`config.mk`:
```
export PLATFORM = sky130hd
export DESIGN_NAME = vedic_mul_arbiter
export DESIGN_NICKNAME = d
export VERILOG_FILES = /design/src/rtl/vedic_mul_arbiter.sv
export SDC_FILE = /design/constraint.sdc
export NUM_CORES = 1
export LEC_CHECK = 0
export ABC_AREA = 1
export BUFFER_PORTS_ARGS = -buffer_cell sky130_fd_sc_hd__buf_2
export CAP_MARGIN = 30
export CORE_MARGIN = 2
export CORE_UTILIZATION = 56
export DETAILED_ROUTE_END_ITERATION = 8
export PLACE_DENSITY_LB_ADDON = 0.3
export SYNTH_ARGS = -nofsm -noshare
export SYNTH_HDL_FRONTEND = slang
export SYNTH_SLANG_ARGS = --single-unit
```
`constraint.sdc`:
```
create_clock -name clk -period 4.4 [get_ports clk]
set_input_delay 0.88 -clock clk [delete_from_list [all_inputs] [get_ports clk]]
set_output_delay 0.88 -clock clk [all_outputs]
set_load 0.005 [all_outputs]
```
`src/rtl/vedic_mul_arbiter.sv`:
```
// Round-robin arbiter that shares one Vedic multiplier between N_REQ requesters.
// One transaction is in flight at a time: accept, issue A/B, wait for product, deliver.
module vedic_mul_arbiter #(
    parameter int unsigned N_REQ   = 4,
    parameter int unsigned DATA_W  = 2,
    parameter int unsigned TIMEOUT = 64,
    parameter int unsigned ID_W    = $clog2(N_REQ)
) (
    input  logic                    clk,
    input  logic                    rst,
    input  logic [N_REQ*DATA_W-1:0] s_req_a_tdata,
    input  logic [N_REQ*DATA_W-1:0] s_req_b_tdata,
    input  logic [N_REQ-1:0]        s_req_tvalid,
    output logic [N_REQ-1:0]        s_req_tready,
    output logic [2*DATA_W-1:0]     m_req_result_tdata,
    output logic [N_REQ-1:0]        m_req_tvalid,
    input  logic [N_REQ-1:0]        m_req_tready,
    output logic [DATA_W-1:0]       mul_a_tdata,
    output logic                    mul_a_tvalid,
    input  logic                    mul_a_tready,
    output logic [DATA_W-1:0]       mul_b_tdata,
    output logic                    mul_b_tvalid,
    input  logic                    mul_b_tready,
    input  logic [2*DATA_W-1:0]     mul_result_tdata,
    input  logic                    mul_result_tvalid,
    output logic                    mul_result_tready,
    output logic [ID_W-1:0]         grant_id,
    output logic                    busy,
    output logic                    err_timeout,
    output logic [15:0]             txn_count
);

    localparam int unsigned CntW = $clog2(TIMEOUT);
    localparam logic [CntW-1:0] CntMax = CntW'(TIMEOUT - 1);
    localparam logic [ID_W:0] NReqW = (ID_W + 1)'(N_REQ);
    localparam logic [ID_W-1:0] LastId = ID_W'(N_REQ - 1);

    typedef enum logic [1:0] {StIdle, StIssue, StWait, StDeliver} state_e;

    state_e              state_q, state_d;
    logic [ID_W-1:0]     rr_ptr_q, rr_ptr_d;
    logic [ID_W-1:0]     grant_q, grant_d;
    logic [DATA_W-1:0]   a_hold_q, a_hold_d;
    logic [DATA_W-1:0]   b_hold_q, b_hold_d;
    logic [2*DATA_W-1:0] prod_q, prod_d;
    logic                a_pend_q, a_pend_d;
    logic                b_pend_q, b_pend_d;
    logic [CntW-1:0]     cnt_q, cnt_d;
    logic                err_q, err_d;
    logic [15:0]         txn_q, txn_d;

    logic                sel_found;
    logic [ID_W-1:0]     sel_idx;
    logic [ID_W:0]       cand;

    // Cyclic first-valid search starting at rr_ptr.
    always_comb begin
        sel_found = 1'b0;
        sel_idx   = '0;
        cand      = '0;
        for (int unsigned k = 0; k < N_REQ; k++) begin
            cand = {1'b0, rr_ptr_q} + (ID_W + 1)'(k);
            if (cand >= NReqW) begin
                cand = cand - NReqW;
            end
            if (!sel_found && s_req_tvalid[cand[ID_W-1:0]]) begin
                sel_found = 1'b1;
                sel_idx   = cand[ID_W-1:0];
            end
        end
    end

    always_comb begin
        state_d  = state_q;
        rr_ptr_d = rr_ptr_q;
        grant_d  = grant_q;
        a_hold_d = a_hold_q;
        b_hold_d = b_hold_q;
        prod_d   = prod_q;
        a_pend_d = a_pend_q & ~mul_a_tready;
        b_pend_d = b_pend_q & ~mul_b_tready;
        cnt_d    = cnt_q;
        err_d    = err_q;
        txn_d    = txn_q;

        s_req_tready       = '0;
        m_req_tvalid       = '0;
        m_req_result_tdata = '0;
        mul_result_tready  = 1'b0;

        unique case (state_q)
            StIdle: begin
                if (sel_found) begin
                    s_req_tready[sel_idx] = 1'b1;
                    a_hold_d = s_req_a_tdata[sel_idx*DATA_W +: DATA_W];
                    b_hold_d = s_req_b_tdata[sel_idx*DATA_W +: DATA_W];
                    grant_d  = sel_idx;
                    a_pend_d = 1'b1;
                    b_pend_d = 1'b1;
                    cnt_d    = '0;
                    state_d  = StIssue;
                end
            end
            StIssue: begin
                if (!a_pend_d && !b_pend_d) begin
                    cnt_d   = '0;
                    state_d = StWait;
                end
            end
            StWait: begin
                mul_result_tready = 1'b1;
                if (mul_result_tvalid) begin
                    prod_d  = mul_result_tdata;
                    state_d = StDeliver;
                end else if (cnt_q == CntMax) begin
                    err_d   = 1'b1;
                    prod_d  = '0;
                    state_d = StDeliver;
                end else begin
                    cnt_d = cnt_q + CntW'(1);
                end
            end
            StDeliver: begin
                m_req_tvalid[grant_q] = 1'b1;
                m_req_result_tdata    = prod_q;
                if (m_req_tready[grant_q]) begin
                    rr_ptr_d = (grant_q == LastId) ? '0 : grant_q + ID_W'(1);
                    txn_d    = txn_q + 16'd1;
                    state_d  = StIdle;
                end
            end
            default: state_d = StIdle;
        endcase
    end

    always_ff @(posedge clk) begin
        if (rst) begin
            state_q  <= StIdle;
            rr_ptr_q <= '0;
            grant_q  <= '0;
            a_hold_q <= '0;
            b_hold_q <= '0;
            prod_q   <= '0;
            a_pend_q <= 1'b0;
            b_pend_q <= 1'b0;
            cnt_q    <= '0;
            err_q    <= 1'b0;
            txn_q    <= '0;
        end else begin
            state_q  <= state_d;
            rr_ptr_q <= rr_ptr_d;
            grant_q  <= grant_d;
            a_hold_q <= a_hold_d;
            b_hold_q <= b_hold_d;
            prod_q   <= prod_d;
            a_pend_q <= a_pend_d;
            b_pend_q <= b_pend_d;
            cnt_q    <= cnt_d;
            err_q    <= err_d;
            txn_q    <= txn_d;
        end
    end

    // Pending flags are only ever set while in ISSUE.
    assign mul_a_tvalid = a_pend_q;
    assign mul_b_tvalid = b_pend_q;
    assign mul_a_tdata  = a_hold_q;
    assign mul_b_tdata  = b_hold_q;
    assign grant_id     = grant_q;
    assign busy         = (state_q != StIdle);
    assign err_timeout  = err_q;
    assign txn_count    = txn_q;

endmodule

```
---- Yosys cells after proc, flatten, opt, wreduce, memory -nomap -nowiden ----
Cells that the tools add are included.
Widths: inputs -> output; s select.
cells by class
  add/sub/neg operators ................... 10
  multiply operators ...................... 0
  divide/modulo/power cells ............... 0
  order comparisons ....................... 12
  equality and inequality tests ........... 11
  shift operators ......................... 2
  multiplexer cells ....................... 49
  bitwise gates (word level) .............. 5
  reductions and logical operators ........ 21
operator list
  operator               count
  $mux 2                 14
  $mux 4                 6
  $mux 6                 4
  $lt 2x3->1 const B     6
  $pmux 6 s3             1
  $add 16x1->16 const B  1
  $mux 1                 16
  $shiftx 8x4->2         2
  $bmux 1 s2             5
  $ne 2x2->1 const B     5
  $ge 3x3->1 const B     3
  $pmux 2 s4             1
  $sub 2x1->2 const B    4
  $add 2x2->3 const B    2
  $add 6x1->6 const B    1
  $eq 2x2->1 const B     3
  $eq 6x6->1 const B     1
  $logic_and 1x1->1      6
  $reduce_and 2->1       3
  $logic_not 1->1        5
  $reduce_and 5->1       1
  $demux 1 s2            2
  $ge 2x1->1 const B     2
  $reduce_and 4->1       1
  11 further kinds       15
storage, ports and cells
  register bits after elaboration ......... 39
  latch bits .............................. 0
  memory bits (writable) .................. 0
  bits in read-only memories .............. 0
  input port bits ......................... 33
  logic and storage cells ................. 121
  memories ................................ 0

---- Longest topological paths before layout ----
Gate-level depths: netlist of run 1.
  word-level depth ........................ 20
  depth in mapped cells ................... 15
  gate-level depth less buffers ........... 14

---- Least setup slack after synthesis of run 1 ----
No wires, ideal clock.
  path kind ............................... input port to output port
  from .................................... in s_req_tvalid[1]
  to ...................................... out s_req_tready[1]
  data arrival time ....................... 1815 ps
  data required time ...................... 3520 ps
  path slack .............................. 1705 ps
  stages on the path ...................... 9
  buffers on the path ..................... 0
  path through ............................ inv_1 nand2_1 nand3_1 nand2_2 inv_2 nand2_2 nand2_4 nand2_1 nor3_1
on the way
  cells in the longest elaborated chain, start to end .. 18
  elaborated cells on any way between the ends .. 29
ends and longest elaborated chain
  what                                                            line  source
  start, declared                                                 13    input logic [N_REQ-1:0] s_req_tvalid,
  $bmux 1 s2                                                      66    if (!sel_found && s_req_tvalid[cand[ID_W-1:0]]) begin
  $mux 1 (implied by the code)                                    66
  $mux 1                                                          66
  $logic_not 1->1                                                 66
  $logic_and 1x1->1                                               66
  $mux 1                                                          66
  $logic_not 1->1                                                 66
  $logic_and 1x1->1                                               66
  [... 2 more ...]                                                -
  $logic_and 1x1->1                                               66
  $mux 2                                                          66
  $lt 2x3->1 (implied by the code) or $ge 2x1->1 (tied branches)  94    s_req_tready[sel_idx] = 1'b1;
  $logic_and 1x1->1 (implied by the code)                         94
  $mux 1 (implied by the code)                                    94
  $demux 1 s2                                                     94
  $mux 4 (*)                                                      93    if (sel_found) begin
  $mux 4 (*)                                                      91    unique case (state_q)
  end, declared                                                   14    output logic [N_REQ-1:0] s_req_tready,
Mark *: on every way between the ends. The rest lies on a longest branch, timed or not. The select of a mux whose other input is x is not followed.

---- Worst setup path in the final report of run 1 ----
Ends and elaborated chain as after synthesis.

==> results of run 1 <==
[layout by cell type, fill, tap and decap left out, drive strengths merged, types with 3 or more instances in the layout]
cell type,n
nand4,9
nor3,15
buf,71
inv,72
clkbuf,6
ha,10
dfxtp,39
a21oi,26
nor2,39
nand3,32
xor2,3
o21ai,12
nand2,97
[area by class of cell]
cell class	count	area (um2)
inverters	72	280.3
well taps	52	65.06
clock buffers	6	72.57
multi-input cells	254	1410
clock inverters	2	12.51
fillers	408	1348
repair buffers	71	355.3
flip-flops and latches	39	780.7
[stage by stage]
step | power [W] | area (um2) | utilization (%)
floorplan | 0.0008898 | 2499 | -
global placement | 0.001027 | 2892 | 66.87
detailed placement | 0.001043 | 2892 | 66.87
CTS | 0.001281 | 2977 | 68.84
global route | 0.001375 | 2977 | 68.84
finish | 0.001270 | 2977 | 68.84
[logic make-up after synthesis]
group	Yosys count	synth area share [%]
AOI/OAI and AO/OA	45	9.965
xor gates and xnor gates	5	1.753
adders and majority gates	10	5.008
buffers and inverters	77	12.32
DFF	39	31.25
and+or+nand+nor	194	39.71
[registers in the layout (all words and copies together) (netlist names), 2 cells and up]
signal / flops
cnt_q: 6
grant_id: 2
mul_a_tdata: 2
mul_b_tdata: 2
prod_q: 4
rr_ptr_q: 2
state_q: 2
txn_count: 16
[final timing paths]
| path | endpoint | slack, ns | depth (start not counted) |
|---|---|---|---|
| max | s_req_tready[1] | 1.34 | 11 |
| min | prod_q[3] | 0.47 | 2 |
| min reg2reg | prod_q[3] | 0.47 | 2 |
| max reg2reg | mul_b_tdata[1] | 2.44 | 11 |
[power groups by stage]
stage	sequential [W]	clock [W]	combinational, W
after detailed placement	0.000464	0	0.000578
after CTS	0.000457	0.000244	0.000580
after global routing	0.000463	0.000254	0.000658
final	0.000457	0.000234	0.000580
after floorplan	0.000451	0	0.000438
after global placement	0.000462	0	0.000564
[tightest hold or removal path: stages (launching register included)]
cell and delay, ns:
dfxtp_1 0.31, nand2_1 0.06, a21oi_1 0.05
[layer usage]
metal | up-vias | GRT usage [%] | part of all wire (%)
li1 | 1310 | - | -
met1 | 1072 | 29.37 | 45
met2 | 74 | 38.63 | 47
met3 | 8 | 5.413 | 7.0
met4 | 0 | 7.338 | 1.6
met5 | - | 0 | 0
==> run_results.csv, run 1 <==
group,metric,value,unit
outcome,status,"finished clean",
synth,ys_types,36,
detailed_routing,wl_per_cell,11.20,um
power,combPwrFrac,45.6,%
synth,syn_area,0.002499,mm2
place,routabilityCongestion,0.9399,
clocking,cts_made_buffers,5,
worst_setup_path,start_kind,"input port",
die,dieArea,0.005012,mm2
worst_setup_path,crit_start,"s_req_tvalid[1]",
global_routing,grt_max_degree,24,
die,die_y,70.80,um
place,numPortBuffers,71,
synth,synth-async-reset-ratio,0,%
cells_and_area,area_delta_synth_final,19.13,%
detailed_routing,vias,2464,
die,std_cell_rows,24,
global_routing,antenna_found_initial,0,
clocking,ctsRootBufferMaster,"clkbuf_8",
clocking,cts.hold.buffers_added,0,
synth,syn_nets,413,
clocking,cts_setup_buffers,0,
detailed_routing,routed_wl,5.555,mm
synth,synth_seq_cells,39,
sta,worstMarginPinSlew,0.5293,ns
power,clkPwrFrac,18.4,%
sta,rsz0062_at_grt,"no",
synth,ys_top_cells_by_area,"dfxtp_1 (31%), nand2_1 (12%), inv_1 (9.5%)",
synth,avgSynthCellArea,6.753,um2
worst_setup_path,critPathBufInv,4,
power,intPower,0.0007277,W
clocking,cts_resized,0,
synth,synth_edf_count,0,
global_routing,track_usage,23.04,%
place,dp_hpwl,4.279,mm
global_routing,grt_pass1_vias,2251,
global_routing,overflow,0,
sta,finalCriticalPeriod,3.064,ns
clocking,cts_tree,"yes",
clocking,insertion_delay,0.29,ns
die,initial_core_util,57.78,%
cells_and_area,drive_above_1_share,26.58,%
detailed_routing,dr.pass1.iters,4,
clocking,clk_pin_slew,0.07,ns
worst_setup_path,critPathMaxStageDelay,0.23,ns
sta,clock.fmax,326.3,MHz
place,pre_cts_slack,1.354,ns
detailed_routing,via_per_inst,4.968,
power,vdd_drop_max,0.0002818,V
synth,yosys_warnings,0,
worst_setup_path,crit_type,"in -> out",
power,cellLeakagePower,1.556,nW
worst_setup_path,path_delay_family,"simple AND/OR/NAND/NOR gates",
clocking,htree_num_levels,2,
worst_setup_path,crit_path_max_fanout,10,
detailed_routing,drc,0,
synth,yosys_most_used_dff,"dfxtp_1",
worst_setup_path,cp_slowest_cell,"nor3_1",
synth,synth_top_area_cell,"dfxtp_1",
sta,slew_headroom,64.67,%
hold_path,worstHoldStart,"prod_q[3]",
sta,hold_ws,0.4691,ns
power,p_per_area,426.8,mW/mm2
sta,setup_violations,0,
synth,ys_top_cells_by_count,"nand2_1 (81), inv_1 (63), dfxtp_1 (39)",
place,placedCellCount,488,
power,netSwitchingPower,0.0005426,W
synth,yosysMostFrequentCell,"nand2_1",
detailed_routing,final_antenna_net_count,0,
worst_setup_path,worstPathArrival,2.18,ns
flow_run,maxCapViolCount,0,
detailed_routing,initialDrtViolationCount,128,
power,switching_share,42.71,%
sta,finalWorstSetupSlack,1.336,ns
cells_and_area,stdcell_count,496,
hold_path,min_path_type,"reg -> reg",
die,dieWidth,70.80,um
sta,setup_tns,0,ns
clocking,clk_path_buf_depth,2,
synth,synth_cells,370,
sta,clock-skew-final,0.004999,ns
power,seqPwrFrac,36.0,%
cells_and_area,finalNetCount,486,
worst_setup_path,crit_required,3.52,ns
worst_setup_path,r2r-start,"rr_ptr_q[0]",
clocking,clock_sinks,39,
global_routing,grt_pass1_wl,9.446,mm
worst_setup_path,end_kind,"primary output",
sta,hold_viol,0,
sta,slew_viol_final,0,
synth,yosysSeqAreaShare,31.25,%
die,core-area,0.004324,mm2
die,ios,72,
sta,fin_crit_sh,69.65,%
cells_and_area,insertedDiodeCount,0,
synth,synth_top_area_share,31.25,%
worst_setup_path,cp_cell_sequence,"buf_2 > inv_1 > nand2_1 > nand3_1 > nand2_2 > inv_2 > nand2_2 > nand2_4 > nand2_1 > nor3_1 > buf_2",
No activity file was read; power rests on OpenSTA's default activity.
==> run 2, diff against run 1 <==
--- a/config.mk
+++ b/config.mk
@@ -5,11 +5,11 @@
 export SDC_FILE = /design/constraint.sdc
 export NUM_CORES = 1
 export LEC_CHECK = 0
-export ABC_AREA = 1
+export ABC_AREA = 0
 export BUFFER_PORTS_ARGS = -buffer_cell sky130_fd_sc_hd__buf_2
 export CAP_MARGIN = 30
 export CORE_MARGIN = 2
-export CORE_UTILIZATION = 56
+export CORE_UTILIZATION = 45
 export DETAILED_ROUTE_END_ITERATION = 8
 export PLACE_DENSITY_LB_ADDON = 0.3
 export SYNTH_ARGS = -nofsm -noshare
==> constraint.sdc (replaced) <==
create_clock -name clk -period 2.5 [get_ports clk]
set_input_delay 0.5 -clock clk [delete_from_list [all_inputs] [get_ports clk]]
set_output_delay 0.5 -clock clk [all_outputs]
set_load 0.005 [all_outputs]
==> run_results.csv, run 2 <==
group,metric,value,unit
clocking,cts_resized,0,
place,placed_area,0.002462,mm2
clocking,htree_num_levels,2,
cells_and_area,largest_reg_flops,16,
power,switching_share,33.58,%
global_routing,grt_max_degree,33,
place,routabilityCongestion,0.7966,
cells_and_area,final_area,0.002544,mm2
synth,ys_top_cells_by_count,"dfxtp_1 (39), nor2_1 (31)",
sta,slew_headroom,52.54,%
synth,yosysMostFrequentCell,"dfxtp_1",
synth,yosys_warnings,0,
hold_path,min_path_type,"in -> reg",
power,p_per_area,674.1,mW/mm2
power,seqPwrFrac,42.9,%
die,core-area,0.004384,mm2
flow_run,maxCapViolCount,0,
clocking,cts_made_buffers,5,
sta,finalCriticalPeriod,2.258,ns
global_routing,antenna_found_initial,0,
detailed_routing,initialDrtViolationCount,90,
clocking,cts_setup_buffers,0,
detailed_routing,via_per_inst,5.176,
die,initial_core_util,46.80,%
clocking,clk_pin_slew,0.07,ns
sta,slew_viol_final,0,
sta,setup_violations,0,
sta,clock-skew-final,0.009339,ns
synth,synth_edf_count,0,
sta,hold_viol,0,
power,combPwrFrac,33.2,%
power,clkPwrFrac,23.9,%
power,cellLeakagePower,1.202,nW
synth,synth-async-reset-ratio,0,%
detailed_routing,routed_wl,4.487,mm
cells_and_area,area_delta_synth_final,23.96,%
worst_setup_path,critPathMaxStageDelay,0.39,ns
detailed_routing,final_antenna_net_count,0,
detailed_routing,wl_per_cell,12.53,um
synth,syn_area,0.002052,mm2
clocking,cts_tree,"yes",
worst_setup_path,crit_path_max_fanout,8,
power,netSwitchingPower,0.0005757,W
detailed_routing,drc,0,
synth,avgSynthCellArea,8.845,um2
place,pre_cts_slack,0.3109,ns
synth,syn_nets,275,
global_routing,track_usage,17.62,%
global_routing,grt_pass1_wl,7.238,mm
worst_setup_path,start_kind,"flip-flop",
synth,yosys_most_used_dff,"dfxtp_1",
clocking,cts.hold.buffers_added,0,
die,ios,72,
worst_setup_path,critPathBufInv,1,
detailed_routing,dr.pass1.iters,4,
clocking,clock_sinks,39,
clocking,clk_path_buf_depth,2,
sta,clock.fmax,442.9,MHz
cells_and_area,final_cell_mix,"buf_2 (71), dfxtp_1 (39), nor2_1 (31)",
worst_setup_path,crit_type,"reg -> out",
detailed_routing,vias,1853,
clocking,ctsRootBufferMaster,"clkbuf_8",
die,dieWidth,71.53,um
worst_setup_path,cp_slowest_cell,"a211o_1",
cells_and_area,insertedDiodeCount,0,
cells_and_area,final_common_cell,"buf_2",
synth,ys_types,38,
worst_setup_path,end_kind,"primary output",
global_routing,grt_pass1_vias,1611,
sta,worstMarginPinSlew,0.7044,ns
worst_setup_path,crit_required,2.00,ns
power,intPower,0.001139,W
place,dp_hpwl,3.423,mm
synth,synth_top_area_cell,"dfxtp_1",
cells_and_area,finalNetCount,348,
global_routing,overflow,0,
worst_setup_path,path_delay_family,"simple AND/OR/NAND/NOR gates",
worst_setup_path,cp_cell_sequence,"nand2b_1 > a21oi_1 > a211o_1 > or2_1 > nor2_1 > buf_2",
detailed_routing,highest_layer,"met4",
detailed_routing,wl_met2,2.059,mm
synth,ys_top_cells_by_area,"dfxtp_1 (38%), ha_1 (6.1%), nor2_1 (5.7%)",
synth,yosysSeqAreaShare,38.05,%
sta,setup_tns,0,ns
die,std_cell_rows,24,
synth,synth_top_area_share,38.05,%
synth,synth_seq_cells,39,
worst_setup_path,worstPathArrival,1.76,ns
clocking,insertion_delay,0.29,ns
sta,rsz0062_at_grt,"no",
power,vdd_drop_max,0.0004553,V
sta,finalWorstSetupSlack,0.2419,ns
detailed_routing,met1_length,2.141,mm
detailed_routing,dr_wl_met3,234,um
cells_and_area,drive_above_1_share,30.07,%
die,die_y,71.53,um
sta,fin_crit_sh,90.32,%
outcome,status,"finished clean",
place,numPortBuffers,71,
die,dieArea,0.005116,mm2
synth,synth_cells,232,
[run 2: cell types whose count changed after synthesis, sizes merged, moves of 12 or more]
cell   change
and2      +12
a21oi     -13
nand3     -20
inv       -60
nand2     -85
[run 2: tightest hold or removal path, cell delays in order]
cell and delay, ns:
buf_2 0.08, a32oi_1 0.09, nor2_1 0.07
[run 2: per-layer routing]
layer	up-vias	track usage [%]
met2	42	27.78
met1	854	24.16
met3	4	4.219
li1	953	-
met4	0	5.031
met5	-	0
[run 2: per-stage QoR]
step	cells	hold WS (ns)	util, %	power (W)
global placement	350	0.4552	56.16	0.001309
finish	358	0.4823	58.02	0.001715
global route	358	0.4848	58.02	0.001839
CTS	358	0.4740	58.02	0.001729
floorplan	232	0.4455	-	0.001121
detailed placement	350	0.4702	56.16	0.001321
[run 2: cells by family (layout without fill, tap and decap cells)]
family / count (synthesis) / count (layout) / synth area share, %
and+or+nand+nor: 100 / 100 / 25.92
AOI/OAI and AO/OA: 35 / 35 / 12.50
muxes: 12 / 12 / 6.464
buffers and inverters: 20 / 94 / 4.146
DFF: 39 / 39 / 38.05
xor gates and xnor gates: 16 / 16 / 6.829
adders and majority gates: 10 / 10 / 6.098
[run 2: layout make-up]
class	count	area, um2
Fill cell	421	1841
Tap cell	52	65.06
Sequential cell	39	780.7
Inverter	12	45.04
Clock buffer	7	76.32
Timing Repair Buffer	74	377.9
Multi-Input combinational cell	173	1194
Clock inverter	1	5.005
[run 2: path summary, 6_finish.rpt]
check	slack (ns)	from	to	cells past startpoint
hold / removal	0.48	mul_result_tdata[3]	prod_q[3]	3
hold reg to reg	0.48	err_timeout	err_timeout	2
setup reg to reg	0.63	state_q[0]	cnt_q[3]	6
setup / recovery	0.24	rr_ptr_q[0]	s_req_tready[1]	6
[run 2: power by group through the flow]
stage               sequential [W]  combinational, W  clock [W]
floorplan                 0.000749          0.000372          0
global placement          0.000749          0.000560          0
detailed placement        0.000750          0.000571          0
CTS                       0.000735          0.000574   0.000420
global route              0.000743          0.000648   0.000448
finish                    0.000736          0.000569   0.000410
==> run 3, diff against run 2 <==
--- a/config.mk
+++ b/config.mk
@@ -8,6 +8,7 @@
 export ABC_AREA = 0
 export BUFFER_PORTS_ARGS = -buffer_cell sky130_fd_sc_hd__buf_2
 export CAP_MARGIN = 30
+export CORE_ASPECT_RATIO = 2
 export CORE_MARGIN = 2
 export CORE_UTILIZATION = 45
 export DETAILED_ROUTE_END_ITERATION = 8
==> run_results.csv, run 3 (same netlist as run 2, synthesis figures left out) <==
group,metric,value,unit
outcome,status,"finished clean",
worst_setup_path,worstPathArrival,1.67,ns
clocking,clock_sinks,39,
worst_setup_path,crit_path_end,"s_req_tready[0]",
cells_and_area,final_common_cell,"buf_2",
die,initial_core_util,46.83,%
power,cellLeakagePower,1.211,nW
power,p_per_area,688.5,mW/mm2
clocking,cts_resized,0,
detailed_routing,vias,1877,
detailed_routing,initialDrtViolationCount,22,
die,die_y,99.50,um
place,pre_cts_slack,0.4142,ns
worst_setup_path,crit_start,"rr_ptr_q[0]",
sta,slew_headroom,61.58,%
die,ios,72,
clocking,htree_num_levels,2,
sta,hold_viol,0,
detailed_routing,final_antenna_net_count,0,
die,dieWidth,51.75,um
global_routing,grt_pass1_wl,7.638,mm
worst_setup_path,ff2ff_path_depth,6,
clocking,ctsRootBufferMaster,"clkbuf_8",
sta,clock-skew-final,0.005875,ns
cells_and_area,largest_reg_flops,16,
global_routing,track_usage,19.56,%
detailed_routing,via_per_inst,5.214,
cells_and_area,insertedDiodeCount,0,
global_routing,grt_max_degree,33,
clocking,cts_made_buffers,5,
power,seqPwrFrac,41.9,%
sta,setup_violations,0,
global_routing,antenna_found_initial,0,
sta,slew_viol_final,0,
flow_run,maxCapViolCount,0,
worst_setup_path,crit_required,2.00,ns
detailed_routing,routed_wl,4.636,mm
cells_and_area,area_delta_synth_final,25.00,%
detailed_routing,drc,0,
detailed_routing,wl_per_cell,12.88,um
sta,worstMarginPinSlew,0.5763,ns
detailed_routing,dr.pass1.iters,4,
global_routing,overflow,0,
cells_and_area,drive_above_1_share,30.39,%
power,intPower,0.001198,W
die,dieArea,0.005149,mm2
power,switching_share,32.14,%
clocking,clk_pin_slew,0.08,ns
clocking,cts_tree,"yes",
worst_setup_path,r2r-start,"state_q[0]",
place,routabilityCongestion,0.7365,
sta,setup_tns,0,ns
worst_setup_path,crit_type,"reg -> out",
clocking,clk_path_buf_depth,2,
clocking,insertion_delay,0.29,ns
sta,finalWorstSetupSlack,0.3318,ns
clocking,cts.hold.buffers_added,0,
cells_and_area,finalNetCount,348,
sta,finalCriticalPeriod,2.168,ns
power,combPwrFrac,31.8,%
place,dp_hpwl,3.571,mm
worst_setup_path,r2r-end,"cnt_q[3]",
worst_setup_path,r2r_slack,0.64,ns
worst_setup_path,start_kind,"flip-flop",
sta,rsz0062_at_grt,"no",
cells_and_area,final_cell_mix,"buf_2 (71), dfxtp_1 (39), nor2_1 (31)",
die,core-area,0.004382,mm2
worst_setup_path,crit_path_max_fanout,9,
hold_path,min_path_type,"reg -> reg",
clocking,cts_setup_buffers,0,
power,vdd_drop_max,0.0004817,V
power,clkPwrFrac,26.3,%
place,numPortBuffers,71,
power,netSwitchingPower,0.0005676,W
global_routing,grt_pass1_vias,1787,
worst_setup_path,end_kind,"primary output",
sta,fin_crit_sh,86.73,%
die,std_cell_rows,34,
sta,clock.fmax,461.2,MHz
==> run 3: per-stage QoR <==
stage / area, um2 / power, W / utilization, % / std cells / hold WS, ns
after floorplan: 2052 / 0.001121 / - / 232 / 0.4455
after global placement: 2465 / 0.001311 / 56.25 / 352 / 0.4477
after detailed placement: 2465 / 0.001321 / 56.25 / 352 / 0.4608
after CTS: 2565 / 0.001799 / 58.54 / 360 / 0.4734
after global routing: 2565 / 0.001891 / 58.54 / 360 / 0.4996
final: 2565 / 0.001766 / 58.54 / 360 / 0.4692
==> run 3: layout make-up <==
cell class              count  area (um2)
multi-input cells         173        1194
fillers                   429        1817
repair buffers             74       377.9
well taps                  54       67.56
flip-flops and latches     39       780.7
inverters                  12       45.04
clock buffers               8       100.1
==> run 3: routing by layer <==
layer / vias to the layer above / share of wire (%) / global-route usage (%) / wire, um
li1: 955 / - / - / -
met1: 864 / 37 / 18.88 / 1736
met3: 9 / 4.0 / 3.453 / 185
met5: - / 0 / 0 / 0
met2: 49 / 56 / 37.08 / 2583
met4: 0 / 2.8 / 10.32 / 131
==> run 3: how the worst min path moves through the flow <==
stage / start / end / cells past startpoint
finish: err_timeout / err_timeout / 2
global route: mul_result_tdata[3] / prod_q[3] / 3
CTS: mul_result_tdata[1] / prod_q[1] / 3
detailed placement: err_timeout / err_timeout / 2
global placement: err_timeout / err_timeout / 2
floorplan: prod_q[0] / prod_q[0] / 2
==> run 3: worst max-delay path, cell delays in order, from the launching register on <==
cell and delay, ns:
dfxtp_1 0.38, nand2b_1 0.15, a21oi_1 0.07, a211o_1 0.29, buf_4 0.19, nor3b_1 0.14
buf_2 0.14
==> run 3: power by group through the flow <==
stage	sequential [W]	combinational (W)	clock, W
floorplan	0.000749	0.000372	0
global placement	0.000752	0.000559	0
detailed placement	0.000755	0.000567	0
CTS	0.000740	0.000570	0.000490
global route	0.000749	0.000642	0.000500
finish	0.000740	0.000561	0.000465
